[config.mk]
export PLATFORM = sky130hd
export DESIGN_NAME = hazard_stall_controller
export DESIGN_NICKNAME = d
export VERILOG_FILES = /design/src/rtl/pipeline_pkg.sv /design/src/rtl/md_busy_timer.sv /design/src/rtl/hazard_stall_controller.sv
export SDC_FILE = /design/constraint.sdc
export NUM_CORES = 1
export LEC_CHECK = 0
export CAP_MARGIN = 15
export CORE_UTILIZATION = 47
export CTS_BUF_LIST = sky130_fd_sc_hd__clkbuf_2 sky130_fd_sc_hd__clkbuf_4 sky130_fd_sc_hd__clkbuf_8
export DETAILED_ROUTE_END_ITERATION = 16
export GPL_TIMING_DRIVEN = 0
export PLACE_DENSITY_LB_ADDON = 0.1
export RECOVER_POWER = 50
export REMOVE_ABC_BUFFERS = 1
export SLEW_MARGIN = 10
export SYNTH_ARGS = -nofsm -noshare
export SYNTH_HDL_FRONTEND = slang
export SYNTH_HIERARCHICAL = 1
export SYNTH_SLANG_ARGS = --single-unit
[constraint.sdc]
create_clock -name clk -period 2.4 [get_ports clk]
set_input_delay 0.48 -clock clk [delete_from_list [all_inputs] [get_ports clk]]
set_output_delay 0.48 -clock clk [all_outputs]
set_load 0.1 [all_outputs]
[src/rtl/pipeline_pkg.sv]
// Shared pipeline constants and the mult/div occupancy state encoding.
package pipeline_pkg;

    typedef enum logic {
        RUN     = 1'b0,
        MD_BUSY = 1'b1
    } md_state_e;

    localparam int unsigned MD_CNT_W = 5;
    localparam logic [31:0] NOP      = 32'h0000_0000;
    localparam logic [4:0]  REG_ZERO = 5'd0;

endpackage

[src/rtl/md_busy_timer.sv]
// Tracks HI/LO unit occupancy: busy for MD_CYCLES-1 cycles after a start.
module md_busy_timer
    import pipeline_pkg::*;
#(
    parameter int unsigned MD_CYCLES = 8
) (
    input  logic clk,
    input  logic rst,
    input  logic start,
    output logic busy
);

    md_state_e             r_state;
    md_state_e             w_state_nxt;
    logic [MD_CNT_W-1:0]   r_md_cnt;
    logic [MD_CNT_W-1:0]   w_md_cnt_nxt;
    logic                  r_busy;

    // State, down-counter and registered busy flag.
    always_ff @(posedge clk) begin
        if (rst) begin
            r_state  <= RUN;
            r_md_cnt <= '0;
            r_busy   <= 1'b0;
        end else begin
            r_state  <= w_state_nxt;
            r_md_cnt <= w_md_cnt_nxt;
            r_busy   <= (w_state_nxt == MD_BUSY);
        end
    end

    // Next state: load on issue, count down, return to RUN after the count of 1.
    always_comb begin
        w_state_nxt  = r_state;
        w_md_cnt_nxt = r_md_cnt;
        case (r_state)
            RUN: begin
                if (start) begin
                    w_state_nxt  = MD_BUSY;
                    w_md_cnt_nxt = MD_CNT_W'(MD_CYCLES - 1);
                end
            end
            MD_BUSY: begin
                w_md_cnt_nxt = r_md_cnt - MD_CNT_W'(1);
                if (r_md_cnt == MD_CNT_W'(1)) begin
                    w_state_nxt = RUN;
                end
            end
            default: begin
                w_state_nxt  = RUN;
                w_md_cnt_nxt = '0;
            end
        endcase
    end

    assign busy = r_busy;

endmodule

[src/rtl/hazard_stall_controller.sv]
// IF/ID and PC sequencing for load-use, taken-branch and mult/div hazards.
module hazard_stall_controller
    import pipeline_pkg::*;
#(
    parameter int unsigned MD_CYCLES = 8,
    parameter int unsigned CNT_W     = 16
) (
    input  logic             clk,
    input  logic             rst,
    input  logic [4:0]       idRs,
    input  logic [4:0]       idRt,
    input  logic             idUsesRt,
    input  logic             idIsMulDiv,
    input  logic             idUsesHiLo,
    input  logic             exMemRead,
    input  logic [4:0]       exRt,
    input  logic             exBranchTaken,
    output logic             pcWr,
    output logic             ifIdWr,
    output logic             ifIdFlush,
    output logic             idExBubble,
    output logic             mdBusy,
    output logic [CNT_W-1:0] stallCycles
);

    logic             w_load_use;
    logic             w_md_hazard;
    logic             w_md_start;
    logic             w_md_busy;
    logic [CNT_W-1:0] r_stall_cycles;

    // Hazard detection against the EX load destination and the busy HI/LO unit.
    always_comb begin
        w_load_use  = exMemRead && (exRt != REG_ZERO) &&
                      ((exRt == idRs) || (idUsesRt && (exRt == idRt)));
        w_md_hazard = w_md_busy && idUsesHiLo;
        w_md_start  = idIsMulDiv && !rst && !exBranchTaken && !w_load_use && !w_md_hazard;
    end

    // Output priority: reset, branch flush, stall, normal advance.
    always_comb begin
        pcWr       = 1'b1;
        ifIdWr     = 1'b1;
        ifIdFlush  = 1'b0;
        idExBubble = 1'b0;
        if (rst) begin
            pcWr       = 1'b0;
            ifIdWr     = 1'b0;
            ifIdFlush  = 1'b1;
            idExBubble = 1'b1;
        end else if (exBranchTaken) begin
            ifIdFlush  = 1'b1;
            idExBubble = 1'b1;
        end else if (w_load_use || w_md_hazard) begin
            pcWr       = 1'b0;
            ifIdWr     = 1'b0;
            idExBubble = 1'b1;
        end
    end

    md_busy_timer #(
        .MD_CYCLES (MD_CYCLES)
    ) u_md_busy_timer (
        .clk   (clk),
        .rst   (rst),
        .start (w_md_start),
        .busy  (w_md_busy)
    );

    // Saturating count of cycles in which IF/ID was held.
    always_ff @(posedge clk) begin
        if (rst) begin
            r_stall_cycles <= '0;
        end else if (!ifIdWr && (r_stall_cycles != {CNT_W{1'b1}})) begin
            r_stall_cycles <= r_stall_cycles + CNT_W'(1);
        end
    end

    assign mdBusy      = w_md_busy;
    assign stallCycles = r_stall_cycles;

endmodule

# Word level (Yosys, flattened, before mapping)
# Index checks and enable logic that the tools add are counted.
# op_classes
addsub	2
muxes	13
n_eq_ne	5
n_bitwise	1
n_reduce_logical	17
# op_table
op	n
$add A16 B1 Y16 const B	1
$ne A16 B16 Y1 const B	1
$eq A5 B5 Y1	2
$mux W1	10
$pmux W5 S2	1
$logic_and A1 B1 Y1	9
$eq A5 B1 Y1 const B	1
$logic_not A1 Y1	5
$mux W5	1
$reduce_bool A5 Y1	1
$sub A5 B1 Y5 const B	1
$logic_or A1 B1 Y1	2
$ne A2 B1 Y1 const B	1
$pmux W1 S2	1
$not A1 Y1	1
# word_totals
out_inout_bits	21
ff_bits	22

# Logic depth before layout (Yosys ltp)
# Gate-level depths: netlist of run 1.
# depth
word_depth	10
mapped_depth	9

# Hierarchy
# Netlist of run 1, hierarchy kept.
# modules_own_cells
module	n_inst	cells_each	area_per_inst_um2	seq_area_each_um2
hazard_stall_controller	1	122	1021.0	320.3
md_busy_timer	1	30	301.5	120.1

# Worst setup path after synthesis of run 1
# No wires, ideal clock.
# synth_path
path_type	input -> output
startpoint	input exRt[1]
endpoint	output pcWr
path_stages	6
arrival_time_ns	3.213
path_buffers	1
path_slack_ns	-1.293
t_required_ns	1.920
cell_sequence	or4_1 > o21ai_1 > o21a_1 > nor2_1 > nor2_1 > buf_4
# synth_between
elab_chain_cells	8
word_cells_on_any_way	11
classes_between	eq/ne (2); mux (3); reduce/logical (6)
# synth_lines
item	line	text
start, declared	hazard_stall_controller.sv:16	input logic [4:0] exRt,
$eq A5 B5 Y1	hazard_stall_controller.sv:35	((exRt == idRs) || (idUsesRt && (exRt == idRt)));
$logic_and A1 B1 Y1	hazard_stall_controller.sv:35	
$logic_or A1 B1 Y1	hazard_stall_controller.sv:35	
$logic_and A1 B1 Y1 (*)	hazard_stall_controller.sv:34	w_load_use = exMemRead && (exRt != REG_ZERO) &&
$logic_or A1 B1 Y1 (*)	hazard_stall_controller.sv:54	end else if (w_load_use || w_md_hazard) begin
$mux W1 (*) (3 in series)	n/a	
end, declared	hazard_stall_controller.sv:18	output logic pcWr,
# Mark *: on every way between the ends. The rest lies on a longest branch, timed or not.

# Worst setup path in the final report of run 1
# layout_path
startpoint	input exRt[3]
endpoint	output ifIdWr
# layout_between
elab_chain_cells	8
word_cells_on_any_way	11
classes_between	eq/ne (2); mux (3); reduce/logical (6)
# layout_lines
item	line	text
$eq A5 B5 Y1	hazard_stall_controller.sv:35	
$logic_and A1 B1 Y1	hazard_stall_controller.sv:35	
$logic_or A1 B1 Y1	hazard_stall_controller.sv:35	
$logic_and A1 B1 Y1 (*)	hazard_stall_controller.sv:34	
$logic_or A1 B1 Y1 (*)	hazard_stall_controller.sv:54	
$mux W1 (*)	hazard_stall_controller.sv:54	
$mux W1 (*)	hazard_stall_controller.sv:51	end else if (exBranchTaken) begin
$mux W1 (*)	hazard_stall_controller.sv:46	if (rst) begin
end, declared	hazard_stall_controller.sv:19	output logic ifIdWr,
# Marks and branches as above.

==> run_results.csv, run 1 <==
group,metric,value,unit
place,hpwl,2424,µm
critical_path,crit_path_end,"ifIdWr",
logic_synthesis,ys_ff_latch,22,
cts,cts_tree,"yes",
cts,htreeDepth,1,
pwr,p_leak,0.6581,nW
critical_path,crit_slowest_cell,"or4_4",
critical_path,startpoint,"exRt[3]",
critical_path,path_delay_family,"simple AND/OR/NAND/NOR gates",
critical_path,r2r_start,"stallCycles[0]$_SDFFE_PP0P_",
critical_path,arrival,1.89,ns
floorplanning,pin_count,43,
logic_synthesis,yosysWarningCount,6,
timing,rsz0062_at_grt,"false",
place,dp_cells,218,
run,maxCapViolations,0,
logic_synthesis,ys.flop_type,"dfxtp_1",
final_layout,areaGrowthSynthToFinish,37.94,%
critical_path,path_cells,"buf_8 > or4_4 > o21ai_4 > o21a_4 > nor2_4 > nor2_4 > buf_12",
critical_path,endpoint_kind,"output pin",
timing,tightest_slew,1.189,ns
timing,maxSlewViolCount,0,
critical_path,r2r-end,"stallCycles[5]$_SDFFE_PP0P_",
routing,detail-route-antenna-nets,0,
floorplanning,row_count,18,
timing,min_period,2.365,ns
grt,grt_max_degree,27,
timing,final-setup-viol-count,0,
run_status,status,"complete, no violations",
cts,cts.sinks,22,
timing,slew_headroom,21.08,%
floorplanning,start_util,51.51,%
floorplanning,dieHeight,55.05,µm
logic_synthesis,yosysSeqAreaShare,33.30,%
cts,worstSkewPairLatency,0.31,ns
pwr,ir_drop,0.4450,mV
timing,hold_violations,0,
logic_synthesis,synth-edff-count,0,
critical_path,r2r_slack,0.21,ns
grt,overflow,0,
critical_path,path_common_cell,"nor2_4",
critical_path,required,1.92,ns
timing,fin_setup_tns,0,ns
grt,grt.total_usage,25.00,%
timing,period_share,98.56,%
floorplanning,die_w,55.05,µm
critical_path,ff2ff_path_depth,7,
critical_path,cp_max_fo,4,
routing,totalWireLength,3583,µm
grt,grt_pass1_wl,5313,µm
critical_path,critical-path-max-stage-delay,0.54,ns
floorplanning,coreArea,2567,µm²
place,place_area,1738,µm²
final_layout,layout.cells.non_filler,230,
routing,drtIter0Drc,26,
grt,grt_antenna_before_repair,0,
critical_path,crit_buf_inv,2,
place,io_buffers,42,
critical_path,cp-start-kind,"input port",
place,gp_congestion,0.7625,
final_layout,finalInstanceArea,1824,µm²
routing,drtPass1Iterations,4,
timing,skew,0.01306,ns
cts,root_buffer,"clkbuf_4",
logic_synthesis,synth_area,1323,µm²
routing,drc_errors,0,
logic_synthesis,ys_types,47,
routing,vias_per_cell,5.987,
cts,numCtsBuffers,3,
pwr,p_total,0.7524,mW
routing,wl_per_cell,15.58,µm
critical_path,crit_type,"in2out",
logic_synthesis,synth-async-reset-ratio,0,%
grt,grt_pass1_vias,1246,
logic_synthesis,avgSynthCellArea,8.701,µm²
final_layout,nNetsFinal,227,
min_path,hp-class,"reg2reg",
critical_path,cp_num_cells,7,
cts,clkSlewWorstSetupHoldPaths,0.13,ns
routing,vias,1377,
cts,clockBufferDepth,2,
cts,ctsHoldBuffers,0,
floorplanning,die_area,3030,µm²
final_layout,diodes,0,
timing,clock.fmax,422.8,MHz
final_layout,drive_gt1_share,22.50,%
logic_synthesis,synthCells,152,
final_layout,n_fill_cell,212,
pwr,pwr_density_cell,412.5,nW/µm²
registers in the layout, summed over array words and instances (netlist names):
signal and cells:
u_md_busy_timer/r_md_cnt 5, stallCycles 16, u_md_busy_timer/busy 1
cells in the mapped netlist, types with 3 or more instances:
| master | count | area share (%) |
|---|---|---|
| a211oi_1 | 3 | 1.7 |
| a21oi_1 | 12 | 4.5 |
| dfxtp_1 | 22 | 33 |
| ha_1 | 3 | 2.8 |
| inv_1 | 6 | 1.7 |
| nand2_1 | 8 | 2.3 |
| nand3_1 | 7 | 2.6 |
| nand4_1 | 5 | 2.4 |
| nor2_1 | 14 | 4.0 |
| o21ai_0 | 4 | 1.5 |
| o31ai_1 | 7 | 4.0 |
| or3_1 | 4 | 1.9 |
| or4_1 | 8 | 4.5 |
| xor2_1 | 11 | 7.3 |
logic make-up (layout without fill, tap and decap cells):
group                    Yosys count  count (layout)  share of synthesized area, %
buffers and inverters             12              60                         4.919
XOR/XNOR                          12              12                         7.947
adder cells (fa/ha/maj)            3               3                         2.839
flip-flops                        22              22                         33.30
multiplexers                       3               3                         2.460
AO/OA/AOI/OAI                     36              36                         19.21
AND/OR/NAND/NOR                   64              64                         29.33
worst register-to-register path, cell delays in order, from the launching register on:
cell and delay [ns]:
dfxtp_1 0.37, ha_1 0.30, nand4_1 0.16, nor2_1 0.07, a221oi_2 0.34, nand2_4 0.22
or4_1 0.51, a21oi_1 0.15
layout make-up:
cell class / instances / area [µm²] / share of cell area [%]
Timing Repair Buffer: 51 / 407.9 / 22.36
Multi-Input combinational cell: 118 / 893.4 / 48.97
Inverter: 6 / 22.52 / 1.235
Sequential cell: 22 / 440.4 / 24.14
Tap cell: 30 / 37.54 / 2.058
Clock buffer: 3 / 22.52 / 1.235
report_power, final:
| part | internal (mW) | switching (mW) |
|---|---|---|
| Sequential | 0.373 | 0.0103 |
| Combinational | 0.0828 | 0.117 |
| Clock | 0.0586 | 0.110 |
placed cells by master, fill, tap and decap left out, types with 2 or more instances in the layout:
cell,Yosys,final
o21ai_0,4,4
and2_1,1,2
clkbuf_4,0,4
buf_2,1,3
o31ai_1,7,7
clkbuf_2,0,2
inv_1,6,6
a21oi_1,12,12
nand3_1,7,7
nor2_4,0,2
nand4_1,5,5
dfxtp_1,22,22
and4_4,2,2
ha_1,3,3
xor2_1,11,7
or4_1,8,7
or3_1,4,4
nand2_1,8,8
clkdlybuf4s15_1,0,2
a211oi_1,3,3
clkdlybuf4s50_1,0,8
a311oi_1,2,2
buf_4,1,9
dlygate4sd2_1,0,9
buf_12,0,2
xor2_2,0,4
clkbuf_1,2,11
nor2_1,14,12
what timing repair did:
action | 4_1_cts | 5_1_grt
cloned | 0 | 0
endpoints found under the hold margin | 0 | 0
pin swaps | 13 | 9
resized for setup | 85 | 18
setup buffers | 9 | 0
setup endpoints to repair | 19 | 17
worst min path at each step:
stage | cells past startpoint | slack (ns) | endpoint | from
after global routing | 1 | 0.53 | u_md_busy_timer/r_md_cnt[4]$_SDFFE_PP0P_ | u_md_busy_timer/r_md_cnt[4]$_SDFFE_PP0P_
final | 2 | 0.50 | stallCycles[15]$_SDFFE_PP0P_ | stallCycles[15]$_SDFFE_PP0P_
after global placement | 2 | 0.46 | stallCycles[15]$_SDFFE_PP0P_ | stallCycles[15]$_SDFFE_PP0P_
after floorplan | 1 | 0.46 | u_md_busy_timer/r_md_cnt[4]$_SDFFE_PP0P_ | u_md_busy_timer/r_md_cnt[4]$_SDFFE_PP0P_
after detailed placement | 2 | 0.47 | stallCycles[15]$_SDFFE_PP0P_ | stallCycles[15]$_SDFFE_PP0P_
after CTS | 2 | 0.49 | stallCycles[15]$_SDFFE_PP0P_ | stallCycles[15]$_SDFFE_PP0P_
routing by layer:
layer	vias to the layer above	global-route usage, %	routed length, µm
met5	-	0	0
met4	0	9.167	38
met3	6	6.011	162
met2	46	47.79	1950
met1	664	25.99	1432
li1	661	-	-
metrics by stage:
stage	hold slack (ns)	setup slack (ns)	utilization, %
after floorplan	0.4555	-1.994	-
final	0.4994	0.03464	71.05
after CTS	0.4869	0.002123	72.95
after global routing	0.5330	0.0003078	71.05
after detailed placement	0.4710	-1.482	67.69
after global placement	0.4591	-1.427	67.69
No activity file was read; power rests on OpenSTA's default activity.
==> run 2: changes to the inputs <==
- CORE_UTILIZATION: 47 -> 43
- clock period: 2.4 -> 2.1 ns (I/O delays scaled with it)
==> run 2 against run 1 <==
Against the previous run: the flow now finishes with violations (DRC, setup timing); worst hold slack worse by 0.0079 ns; via count grew 2.3%; utilization decreased by 1.3 points; critical path depth stayed put; power up 22%; sequential power is 14% higher; design area is 8.2% higher; sequential cell count unchanged; setup slack got worse by 0.15 ns; non-clock buffer count increased by 5; sequential share of layout area fell by 1.6 points.
==> run_results.csv, run 2 (synthesis gave the netlist of run 1 again) <==
group,metric,value,unit
timing,setup_ws,-0.1122,ns
pwr,pwr_density_cell,464.0,nW/µm²
place,io_buffers,42,
critical_path,path_delay_family,"simple AND/OR/NAND/NOR gates",
routing,vias,1408,
timing,final-setup-viol-count,4,
cts,numCtsBuffers,3,
timing,whs,0.4915,ns
final_layout,diodes,0,
place,gp_congestion,0.7623,
timing,clock.fmax,452.0,MHz
floorplanning,die_w,57.46,µm
timing,hold_violations,0,
timing,rsz0062_at_grt,"true",
grt,grt_pass1_vias,1325,
critical_path,cp-start-kind,"input port",
timing,maxSlewViolCount,0,
cts,clkSlewWorstSetupHoldPaths,0.13,ns
critical_path,path_cells,"buf_8 > or4_4 > o21ai_4 > o21a_4 > nor2_4 > nor2_4 > buf_12",
timing,tightest_slew,0.9602,ns
final_layout,areaGrowthSynthToFinish,49.29,%
run,maxCapViolations,0,
place,place_area,1739,µm²
cts,cts.sinks,22,
pwr,p_switching,0.2812,mW
final_layout,layout_common_cells,"dlygate4sd2_1, dfxtp_1, buf_4",
grt,overflow,0,
floorplanning,pin_count,43,
routing,drtIter0Drc,63,
critical_path,required,1.68,ns
run_status,status,"complete, but fails checks",
timing,period_share,105.3,%
final_layout,finalCoreUtilization,69.79,%
pwr,clock_power_share,26.2,%
critical_path,path_common_cell,"nor2_4",
cts,root_buffer,"clkbuf_4",
cts,ctsHoldBuffers,0,
pwr,p_sw_share,30.69,%
place,hpwl,2312,µm
critical_path,critical-path-max-stage-delay,0.54,ns
pwr,power.internal,0.6350,mW
routing,wl_per_cell,15.00,µm
timing,fin_setup_tns,-0.3165,ns
critical_path,crit_slowest_cell,"or4_4",
pwr,pwr-share-seq,47.9,%
timing,slew_headroom,36.24,%
critical_path,crit_buf_inv,2,
min_path,hp-class,"reg2reg",
routing,drtPass1Iterations,10,
timing,skew,0.004017,ns
grt,grt_antenna_before_repair,0,
routing,totalWireLength,3586,µm
routing,detail-route-antenna-nets,0,
pwr,ir_drop,0.4665,mV
routing,drc_errors,3,
timing,min_period,2.212,ns
grt,grt_pass1_wl,5892,µm
floorplanning,dieHeight,57.46,µm
floorplanning,die_area,3302,µm²
critical_path,cp_max_fo,4,
pwr,p_leak,0.7717,nW
final_layout,largest_register_ff_count,16,
cts,worstSkewPairLatency,0.31,ns
routing,vias_per_cell,5.891,
grt,grt.total_usage,22.34,%
critical_path,crit_type,"in2out",
final_layout,drive_gt1_share,29.81,%
cts,htreeDepth,1,
critical_path,endpoint_kind,"output pin",
grt,grt_max_degree,27,
final_layout,finalInstanceArea,1974,µm²
place,place_worst_setup_slack,-1.654,ns
cts,cts_tree,"yes",
pwr,combPwrFrac,25.8,%
floorplanning,coreArea,2829,µm²
run_status,violations,"DRC, setup timing",
cts,clockBufferDepth,2,
critical_path,arrival,1.79,ns
final_layout,nNetsFinal,234,
floorplanning,start_util,46.75,%
floorplanning,row_count,19,
==> run 2: cell types whose count changed in the layout (fill, tap and decap cells not counted), sizes merged <==
cell	before	now
buf	16	24
clkbuf	17	5
clkdlybuf4s15	3	8
clkdlybuf4s18	1	0
clkdlybuf4s50	8	5
dlygate4sd2	9	18
nand2	9	11
==> run 2: area by class of cell <==
type	instances	area, µm²
tap	31	38.79
multi-input combinational	120	917.1
timing repair buffer	56	514.2
fill	232	854.6
inverter	6	22.52
sequential	22	445.4
clock buffer	4	36.28
==> run 2: layer usage <==
layer / wire length [µm] / share of wire, % / vias up / GRT usage, %
li1: - / - / 685 / -
met1: 1525 / 43 / 678 / 27.43
met2: 1887 / 53 / 41 / 40.37
met3: 147 / 4.1 / 4 / 4.535
met4: 26 / 0.73 / 0 / 4.181
met5: 0 / 0 / - / 0
==> run 2: repair_timing <==
action	CTS	global route
pin swaps	13	7
setup endpoints to repair	42	20
cloned	1	1
setup buffers	9	5
resized for setup	115	12
==> run 2: final timing paths <==
kind / depth (start not counted) / slack [ns] / to / from
max: 7 / -0.11 / ifIdWr / exRt[4]
min: 2 / 0.49 / stallCycles[15]$_SDFFE_PP0P_ / stallCycles[15]$_SDFFE_PP0P_
max reg2reg: 7 / 0.03 / stallCycles[5]$_SDFFE_PP0P_ / stallCycles[0]$_SDFFE_PP0P_
min reg2reg: 2 / 0.49 / stallCycles[15]$_SDFFE_PP0P_ / stallCycles[15]$_SDFFE_PP0P_
==> run 2: stage by stage <==
step           cells  power, mW
6_report         239     0.9162
4_1_cts          233     0.9182
2_1_floorplan    146     0.5650
3_3_place_gp     219     0.6408
3_5_place_dp     219     0.6461
5_1_grt          239     0.9525
==> run 2: power groups by stage <==
| stage | sequential [mW] | clock (mW) | combinational [mW] |
|---|---|---|---|
| after CTS | 0.439 | 0.244 | 0.235 |
| after floorplan | 0.457 | 0 | 0.108 |
| after global routing | 0.442 | 0.259 | 0.252 |
| final | 0.439 | 0.240 | 0.237 |
| after detailed placement | 0.448 | 0 | 0.198 |
| after global placement | 0.447 | 0 | 0.194 |
==> run 2: tightest hold or removal path, cell delays in order, from the launching register on <==
cell and delay (ns):
dfxtp_1 0.35, inv_1 0.05, a211oi_1 0.05
